File: src/rtl/uart_rx_sample_gen.sv
// Bit timing and 3-point majority sampling for the UART receiver.
// Runtime divisor (loadable only while idle); flags false start, frame end and stop errors.
module uart_rx_sample_gen #(
   parameter int CLK_HZ       = 50_000_000,
   parameter int BAUD_DEFAULT = 115200,
   parameter int DIV_W        = 16,
   parameter int SPREAD       = 4,
   parameter int FRAME_BITS   = 10
) (
   input  logic             sys_clk,
   input  logic             rst_n,
   input  logic             en,
   input  logic             rxd_sync,
   input  logic [DIV_W-1:0] div_in,
   input  logic             div_load,
   output logic [DIV_W-1:0] div_cur,
   output logic             sample_stb,
   output logic             sample_bit,
   output logic [3:0]       bit_idx,
   output logic             start_err,
   output logic             frame_done,
   output logic             stop_err
);

   localparam logic [DIV_W-1:0] DIV_RST  = DIV_W'((CLK_HZ + BAUD_DEFAULT / 2) / BAUD_DEFAULT);
   localparam logic [DIV_W-1:0] DIV_MIN  = DIV_W'(2 * SPREAD + 2);
   localparam logic [DIV_W-1:0] SPR      = DIV_W'(SPREAD);
   localparam logic [DIV_W-1:0] ONE      = DIV_W'(1);
   localparam logic [3:0]       LAST_IDX = 4'(FRAME_BITS - 1);

   typedef enum logic [1:0] {IDLE, RUN, HALT} state_t;

   state_t           state;
   logic [DIV_W-1:0] cnt;
   logic [DIV_W-1:0] mid;
   logic             cap_lo, cap_mid;
   logic             vote;

   assign mid  = div_cur >> 1;
   // Third capture is taken straight from the pin on the strobe-registering edge.
   assign vote = (cap_lo & cap_mid) | (cap_lo & rxd_sync) | (cap_mid & rxd_sync);

   always_ff @(posedge sys_clk or negedge rst_n) begin
      if (!rst_n) begin
         state      <= IDLE;
         cnt        <= '0;
         bit_idx    <= '0;
         cap_lo     <= 1'b0;
         cap_mid    <= 1'b0;
         div_cur    <= DIV_RST;
         sample_stb <= 1'b0;
         sample_bit <= 1'b0;
         start_err  <= 1'b0;
         frame_done <= 1'b0;
         stop_err   <= 1'b0;
      end else begin
         sample_stb <= 1'b0;
         start_err  <= 1'b0;
         frame_done <= 1'b0;
         stop_err   <= 1'b0;

         if (div_load && state == IDLE)
            div_cur <= (div_in < DIV_MIN) ? DIV_MIN : div_in;

         // Dropping en aborts from any state and beats a strobe due on this edge.
         if (!en) begin
            state   <= IDLE;
            cnt     <= '0;
            bit_idx <= '0;
            cap_lo  <= 1'b0;
            cap_mid <= 1'b0;
         end else begin
            case (state)
               IDLE: begin
                  state   <= RUN;
                  cnt     <= '0;
                  bit_idx <= '0;
               end
               RUN: begin
                  if (cnt == div_cur - ONE) begin
                     cnt <= '0;
                     if (bit_idx != LAST_IDX) bit_idx <= bit_idx + 4'd1;
                  end else begin
                     cnt <= cnt + ONE;
                  end

                  if (cnt == mid - SPR) cap_lo  <= rxd_sync;
                  if (cnt == mid)       cap_mid <= rxd_sync;

                  if (cnt == mid + SPR) begin
                     sample_stb <= 1'b1;
                     sample_bit <= vote;
                     if (bit_idx == 4'd0 && vote) begin
                        start_err <= 1'b1;
                        state     <= HALT;
                     end
                     if (bit_idx == LAST_IDX) begin
                        frame_done <= 1'b1;
                        stop_err   <= !vote;
                        state      <= HALT;
                     end
                  end
               end
               HALT: ;
               default: state <= IDLE;
            endcase
         end
      end
   end

endmodule

File: config.mk
export PLATFORM = sky130hd
export DESIGN_NAME = uart_rx_sample_gen
export DESIGN_NICKNAME = d
export VERILOG_FILES = /design/src/rtl/uart_rx_sample_gen.sv
export SDC_FILE = /design/constraint.sdc
export NUM_CORES = 1
export LEC_CHECK = 0
export CAP_MARGIN = 15
export CORE_MARGIN = 2
export CORE_UTILIZATION = 40
export DETAILED_ROUTE_END_ITERATION = 16
export PLACE_DENSITY = 0.69
export SYNTH_ARGS = -nofsm -noshare
export SYNTH_HDL_FRONTEND = slang
export SYNTH_SLANG_ARGS = --single-unit
File: constraint.sdc
create_clock -name sys_clk -period 3.5 [get_ports sys_clk]
set_clock_uncertainty 0.2 [all_clocks]
set_input_delay 0.7 -clock sys_clk [delete_from_list [all_inputs] [get_ports sys_clk]]
set_output_delay 0.7 -clock sys_clk [all_outputs]
set_load 0.01 [all_outputs]
[After elaboration in Yosys (flattened, before gate mapping)]
Cells that the tools add are included.
Word-level totals
  output and inout bits: 25
  input port bits: 21
  logic and storage cells: 83
  register bits after elaboration: 45
Operators by class
  add/sub/neg operators: 5
  bitwise logic cells: 5
  order comparisons: 1
  eq/ne operators: 17
  multiplexer cells: 34
  reduce and logical (&&, ||, !) cells: 10
Operators by type and width (number)
  equality test 16 bit: 3
  two-way mux 16 bit: 3
  case mux 16 bit (2 select lines): 1
  two-way mux 1 bit: 21
  adder 15 x 3 -> 16 bit (second input constant): 1
  adder 16 x 1 -> 16 bit (second input constant): 1
  equality test 16 x 15 -> 1 bit: 1
  < comparator 16 x 4 -> 1 bit (second input constant): 1
  subtractor 15 x 3 -> 16 bit (second input constant): 1
  subtractor 16 x 1 -> 16 bit (second input constant): 1
  two-way mux 4 bit: 3
  inequality test 3 bit (second input constant): 3
  AND reduction 3 bit: 3
  two-way mux 2 bit: 4
  inequality test 4 bit (second input constant): 2
  case mux 4 bit (2 select lines): 1
  inequality test 2 x 1 -> 1 bit (second input constant): 3
  case mux 2 bit (3 select lines): 1
  adder 4 x 1 -> 4 bit (second input constant): 1
  equality test 4 bit (second input constant): 1
  zero test 4 bit: 1
  AND reduction 2 bit: 2
  AND 1 bit: 3
  inequality test 3 x 1 -> 1 bit (second input constant): 1
  7 further kinds: 9

[Longest topological paths before layout]
  depth after elaboration: 9
  gate-level depth with buffers: 11
  gate-level depth less buffers: 9

[Worst setup path after synthesis]
Ideal clock, no wire load.
  path type: flip-flop to flip-flop
  start point: register div_cur[4]
  end point: register sample_bit
  setup slack: 0.118 ns
  setup time: 0.128 ns
  path buffers: 2
  clock period less this slack: 3.382 ns
  data arrival time: 3.054 ns
  required time: 3.172 ns
  stages on the path, launching flop included: 12
  cells stage by stage: dfstp_2 -> clkbuf_1 -> inv_1 -> ha_1 -> xor2_1 -> a41o_1 -> or4_1 -> nor4b_1 -> o2111ai_1 -> or2_1 -> clkbuf_1 -> mux2_1
Between the ends
  cells in the longest elaborated chain, start to end: 3
RTL lines
  start, declared: line 16  | output logic [DIV_W-1:0] div_cur,
  start signal, assigned: line 63  | div_cur <= (div_in < DIV_MIN) ? DIV_MIN : div_in;
  adder 15 x 3 -> 16 bit: line 90  | if (cnt == mid + SPR) begin
  equality test 16 bit: line 90
  AND reduction 3 bit (no line)
  end signal, assigned: line 92  | sample_bit <= vote;
  end, declared: line 18  | output logic sample_bit,
No other way between the ends.
A chain may end at the register's enable or synchronous reset.

[Worst setup path after layout]
  start point: register div_cur[0]
  end point: register bit_idx[0]
Between the ends
  cells in the longest elaborated chain, start to end: 4
RTL lines
  subtractor 16 x 1 -> 16 bit: line 80  | if (cnt == div_cur - ONE) begin
  equality test 16 bit: line 80
  inequality test 3 bit (no line)
  AND reduction 3 bit (no line)
  end signal, assigned: line 82  | if (bit_idx != LAST_IDX) bit_idx <= bit_idx + 4'd1;
  end, declared: line 19  | output logic [3:0] bit_idx,
No other way between the ends.

==> results.txt <==
- Maximum vdd ir drop: 0.3337 mV
- The region available for standard cell placement spans 0.008721 mm2.
- The worst hold path belongs to the class register to register.
- For this run, design rule violations remaining after detail routing come to 0.
* Max clock buf depth: 2
- For the worst setup path, the data required time is 3.50 ns.
- TritonCTS built the clock tree.
* Number of sinks on the clock net: 45
* Buffers on Ports: 45
* Row cnt: 34
- Setup slack closes at 0.1908 ns.
- Final TNS setup: 0 ns
- 0 antenna diodes ended up in the layout.
* Clock Latency Late Sink: 0.31 ns
- For this run, the post-layout net count is 500.
- Clock root buffer: clkbuf_8
- Summing all placed instances gives a cell area of 0.004167 mm2.
* Max-cap check violation count: 0
- By area the synthesized netlist is led by dfrtp_1 28%, xnor2_1 6.8%, xor2_1 6.3%.
- Initial antenna violation count: 0
- Before antenna repair, the detailed router went through 4 iterations.
- Once layout is done, the placed cells without fillers occupy 0.004267 mm2.
- The critical path is of the register to register type.
- In the final routed layout, each cell accounts on average for 16.68 um.
- Of all nets on the critical path, the largest fanout is 6.
- Pin slew with the least headroom to its limit: 1.004 ns
- Global Route Usage Sum: 0.2030
* Number of flops mapped to enable cells by yosys: 0
- Post-synth net total: 466
- Each instance of the synthesized netlist takes up on average 8.238 um2.
* Summed instance area of the synthesized netlist: 0.003608 mm2
- STA puts the critical path data arrival time at 3.31 ns.
* Minimum period implied by the final worst setup slack: 3.309 ns
- Largest net degree at the start of global routing: 46
- Status: finished, final reports clean
- The first global-routing pass estimated 15950 um of wire.
- Measured against its own limit, the worst slew margin works out to 0.3303.
- Total Routed Length: 9691 um
- Die Span Y: 98.98 um
* Most area-hungry cell type in the Yosys netlist: dfrtp_1
- STA classifies the critical path startpoint as a register.
- Slew Limit Fails: 0
* Grt ovf: 0
- Static Leakage: 0.001730 uW
- Post-route ant nets: 0
- The number of endpoints with negative hold slack in the final report was 0.
- Flip-flop and latch count after synthesis: 45
* Adder-cell share of the synthesized area: 0.02705
* I/O pin count: 46
* Area share of the largest cell type after synthesis: 0.2774
- Setup violations remaining at the end of the flow were counted as 0.
* H-tree level count: 2
- Hold_ws: 0.3025 ns
- Post-CTS timing repair inserted 0 buffers for setup.
- The die covers 0.009797 mm2.
- Power density relative to cell area: 681.4 mW/mm2
- In the routed layout, each cell is associated on average with a via count of 5.630.
- In this run the horizontal extent of the chip is 98.98 um.
- Unique masters post-synth: 72
* Via count of the routed design: 3271
- The congestion estimate from routability-driven global placement came to 0.9049.
* Final critical-path share of the clock period: 0.9455
- The number of global-route vias before repair was 3059.
* Share of the yosys chip area belonging to registers: 0.3138
- FMAX: 0.3022 GHz
- Setup repair after global routing missed its margin: no
* Combinational family with the most area after synthesis: simple AND/OR/NAND/NOR gates
- Fraction of layout cells with a size suffix above 1: 0.1015
- OpenSTA, run right after detailed placement, puts the worst setup slack at 0.1625 ns.
- Compound-Gate Fraction of Synth Area: 0.1207
* Initial core utilization: 0.4138
- Clock transition at the register clock pins on the worst setup and hold paths after CTS: 0.09 ns
- STA classifies the critical path endpoint as a register.
- Violation count after the first detailed-route iteration: 221
* Basic-gate share of the synthesized area counting and, or, nand and nor cells: 0.3197
- The HPWL after detailed placement is 7350 um.
- Most used DFF post-synth: dfrtp_1
- Area share of xor/xnor cells in the synthesized design: 0.1373
- Total clock buffers created by CTS: 5
* YS warnings: 0
- Proportion of synthesized flip-flops having asynchronous set or reset: 1.000
- Portion of netlist area occupied by mux cells: 0.01768
* Area growth, synth to finish: 18.24%
- Mapped Cells: 438
==> sequential cells by signal, indices dropped and copies added (netlist names), 2 cells and up <==
name,count
cnt,16
div_cur,16
bit_idx,4
state,2
==> worst max-delay path: stages (launching register included) <==
cell	delay, ns
dfrtp_1	0.46
inv_1	0.11
ha_1	0.23
or4b_4	0.52
or4_4	0.56
a2111oi_4	0.39
nand4_1	0.23
a21o_1	0.24
mux2_2	0.26
==> cell usage in the layout (no fill, tap or decap), types with 3 or more instances in the layout <==
cell type / count
dfrtp_1: 40
nand4b_1: 4
xor2_1: 26
clkbuf_8: 5
buf_4: 17
nand2_1: 58
a31oi_1: 7
nand3b_1: 4
nor3_1: 8
inv_1: 16
nor2_1: 35
nor2b_1: 4
or3_1: 5
o21ai_0: 15
a21o_1: 3
nand3_1: 25
mux2i_1: 3
a21oi_1: 6
dfstp_2: 5
nand2b_1: 5
nor3b_1: 3
o211ai_1: 3
nor4_1: 12
and2_1: 6
nand4_1: 12
clkdlybuf4s50_1: 44
ha_1: 7
xnor2_1: 28
and3_1: 11
a22o_1: 3
==> cells in the mapped netlist (all sizes together) (4+ instances only) <==
master and instances:
ha 7, nor2b 4, nor2 35, dfstp 5
nand3b 4, xnor2 28, nor3 8, or3 5
dfrtp 40, nand3 25, a31oi 7, inv 16
or4b 4, nand2 58, nor4 14, a21oi 7
nand4 13, nand2b 5, buf 13, xor2 26
clkbuf 23, o21ai 16, nand4b 4, and3 11
and2 6, o211ai 4
==> timing repair <==
action,CTS,global route
setup endpoints to repair,0,1
hold buffers,0,0
gates resized for setup,0,2
==> cells by family (layout without fill, tap and decap cells) <==
logic type	count (synthesis)	count (layout)
buffers and inverters	52	87
and+or+nand+nor	212	212
DFF	45	45
muxes	6	6
AOI/OAI and AO/OA	60	60
adders and majority gates	8	8
xor gates and xnor gates	55	55
==> final cells by class <==
type / instances / area (um2)
inverters: 16 / 60.06
fillers: 806 / 4454
clock buffers: 6 / 72.57
repair buffers: 63 / 593.1
flip-flops and latches: 45 / 1132
well taps: 108 / 135.1
multi-input cells: 341 / 2258
clock inverters: 2 / 15.01
==> layer usage <==
| layer | part of all wire | global-route usage | vias to the layer above | routed length (um) |
|---|---|---|---|---|
| met3 | 0.049 | 0.02979 | 14 | 479 |
| met4 | 0.016 | 0.06112 | 0 | 153 |
| met2 | 0.47 | 0.3228 | 88 | 4562 |
| met1 | 0.46 | 0.2865 | 1566 | 4495 |
| met5 | 0 | 0 | - | 0 |
| li1 | - | - | 1603 | - |
==> path summary, 6_finish.rpt <==
kind                            start          to  slack, ns  cells past startpoint
min                        sample_bit  sample_bit       0.30                      1
max in group asynchronous       rst_n     cap_mid       2.13                      1
min in group asynchronous       rst_n  div_cur[3]       0.35                      1
min reg2reg                sample_bit  sample_bit       0.30                      1
max reg2reg                div_cur[0]  bit_idx[0]       0.19                      8
max                        div_cur[0]  bit_idx[0]       0.19                      8
==> where the power goes <==
part / total [uW] / internal, uW / switching, uW
sequential: 891 / 648 / 242
combinational: 1680 / 757 / 920
clock: 340 / 141 / 199
==> per-stage QoR <==
step	std cells	util	power, uW
floorplan	438	-	1994
global placement	573	0.4778	2532
detailed placement	573	0.4778	2549
CTS	581	0.4878	2899
global route	581	0.4892	3133
finish	581	0.4892	2907
Power figures use the tool's default switching activity.
==> edit (same flow settings) <==
Put one more register stage on the output `stop_err`, with the module's reset. The value now appears one clock later. The other outputs are not delayed to match.
--- a/src/rtl/uart_rx_sample_gen.sv
+++ b/src/rtl/uart_rx_sample_gen.sv
@@ -30,6 +30,8 @@
 
    typedef enum logic [1:0] {IDLE, RUN, HALT} state_t;
 
+   logic stop_err_s0;
+
    state_t           state;
    logic [DIV_W-1:0] cnt;
    logic [DIV_W-1:0] mid;
@@ -52,12 +54,12 @@
          sample_bit <= 1'b0;
          start_err  <= 1'b0;
          frame_done <= 1'b0;
-         stop_err   <= 1'b0;
+         stop_err_s0 <= 1'b0;
       end else begin
          sample_stb <= 1'b0;
          start_err  <= 1'b0;
          frame_done <= 1'b0;
-         stop_err   <= 1'b0;
+         stop_err_s0 <= 1'b0;
 
          if (div_load && state == IDLE)
             div_cur <= (div_in < DIV_MIN) ? DIV_MIN : div_in;
@@ -96,7 +98,7 @@
                      end
                      if (bit_idx == LAST_IDX) begin
                         frame_done <= 1'b1;
-                        stop_err   <= !vote;
+                        stop_err_s0 <= !vote;
                         state      <= HALT;
                      end
                   end
@@ -108,5 +110,13 @@
       end
    end
 
+   always_ff @(posedge sys_clk or negedge rst_n) begin
+      if (!rst_n) begin
+         stop_err <= '0;
+      end else begin
+         stop_err <= stop_err_s0;
+      end
+   end
+
 endmodule
 
Formal check against the unedited RTL: same outputs for any inputs over 10 cycles, from zero or initial values and one cycle with rst_n low; that may be too few to reach the edited logic, so the function may still have changed.
==> edit against the original RTL <==
Clock power up 20%. Synthesized area up 0.69%. Critical path depth unchanged. Power up 3.2%. Hold slack worse by 0.23 ns. Design area up 2.0%. Sequential cell count up 1. Wire length about the same. Setup slack better by 0.0094 ns. Maximum frequency up 0.29%. Critical endpoint unchanged.
==> edit: results (changes against the original RTL) <==
Critical path
  – Reg-to-reg setup timing slack: 0.20 ns
  – Worst-path maximum fanout: 6 (unchanged)
  – Slowest stage cell, crit path: or4_4
  – Critical Path Sink: bit_idx[0]
  – CP max stage delay: between 0.5 and 0.6 ns
  – Worst reg-to-reg path cell count: 8 (unchanged)
  – Worst setup path start: div_cur[1]

Clock network
  – Post-cts resize count: 0 (unchanged)
  – Clock transition at path regs: 0.09 ns (about the same)
  – Worst-Skew Late Latency: around 0.3 ns
  – Num CTS Buffers: 5 (unchanged)
  – Root buffer cell: clkbuf_8
  – H-tree depth: 2 (unchanged)
  – CTS Buffer Depth: 2 (unchanged)

Routing
  – Routed WL: 9695 um (about the same)
  – Pre-antenna DRT Iters: 6 (+2)
  – Initial DRC count: 308 (+39%)
  – WL met1: 4480 um (-0.33%)
  – Via/cell ratio: 5.652 (+0.39%)
  – Vias: 3312 (+1.3%)
  – Metal2 WL: 4632 um (+1.5%)
  – Met3 WL post-DR: 439 um (-8.4%)

Cells and area
  – Final layout net count: 505 (+1.0%)
  – Antenna cell count: 0 (unchanged)
  – Fill cells: 838 (+4.0%)
  – Biggest regs: cnt: 16 flops, div_cur: 16 flops, bit_idx: 4 flops
  – Share of cells above drive strength 1: 10.67% (+0.52 points)

Place
  – Final GP Congestion: 0.9068 (+0.21%)
  – HPWL after detailed placement: 7448 um (+1.3%)
  – Dpl cells: 575 (+0.35%)
  – Buffers on Ports: 45 (unchanged)

Run status
  – Status: complete, no violations

Logic synthesis
  – Fraction of synthesized area in multiplexers: 1.756% (-0.012 points)
  – Seq/Total Area, Yosys: 31.85% (+0.47 points)
  – Xor and xnor area share after synthesis: 13.64% (-0.095 points)
  – Share of async-settable or async-resettable flops after synthesis: 100.0% (unchanged)
  – Post-synth top cells: 58 x nand2_1, 41 x dfrtp_1, 35 x nor2_1
  – Synth Area in Adders: 2.686% (-0.019 points)
  – Cell variety after synth: 72 (unchanged)
  – Avg Inst Size Synth: 8.277 sq um (+0.46%)
  – YS warnings: 0 (unchanged)
  – Synth top area cells: dfrtp_1 28%, xnor2_1 6.7%, xor2_1 6.3%
  – Net Count, Synth: 467 (+0.21%)
  – Synth Area in Compound Gates: 11.98% (-0.083 points)

Power and ir drop
  – Leak: 1.783 nW (+3.1%)
  – Maximum VDD drop: 0.0003430 V (+2.8%)

Global routing
  – Pin count of the biggest net entering global routing: 47 (+2.2%)
  – First-pass GRT wire length: 15980 um (+0.18%)
  – Met2 usage: 33.37% (+1.1 points)
  – GRT Util Overall: 20.07% (-0.23 points)
  – Vias in the first global route: 3173 (+3.7%)
  – Met1 GRT Util: 27.96% (-0.70 points)
  – GR Layer Usage met3: 2.038% (-0.94 points)
  – Initial antenna violation count: 0 (unchanged)

Min path
  – HP Class: in2async

STA
  – Slew margin rel.: 57.64% (+25 points)
edit: power by group:
group          internal, mW  switching [mW]  total (mW)
logic                 0.767           0.900        1.67
registers             0.660           0.265       0.925
clock network         0.213           0.195       0.409
total                  1.64            1.36        3.00
edit: area by class of cell:
type | instances | area share, %
timing repair buffer | 67 | 14.61
clock buffer | 6 | 1.668
multi-input combinational | 341 | 51.77
inverter | 16 | 1.381
clock inverter | 2 | 0.8628
sequential | 46 | 26.60
tap | 108 | 3.106
edit: stage by stage:
stage,instance area [sq um],setup slack [ns],power [mW],utilization [%],hold WS (ns)
global placement,4199,0.2491,2.542,47.92,0.1386
CTS,4309,0.07672,2.975,49.17,0.1564
floorplan,3633,0.1180,2.006,-,0.1312
global route,4350,0.04292,3.227,49.64,0.08125
detailed placement,4199,0.1084,2.559,47.92,0.1362
finish,4350,0.2002,3.001,49.64,0.07437
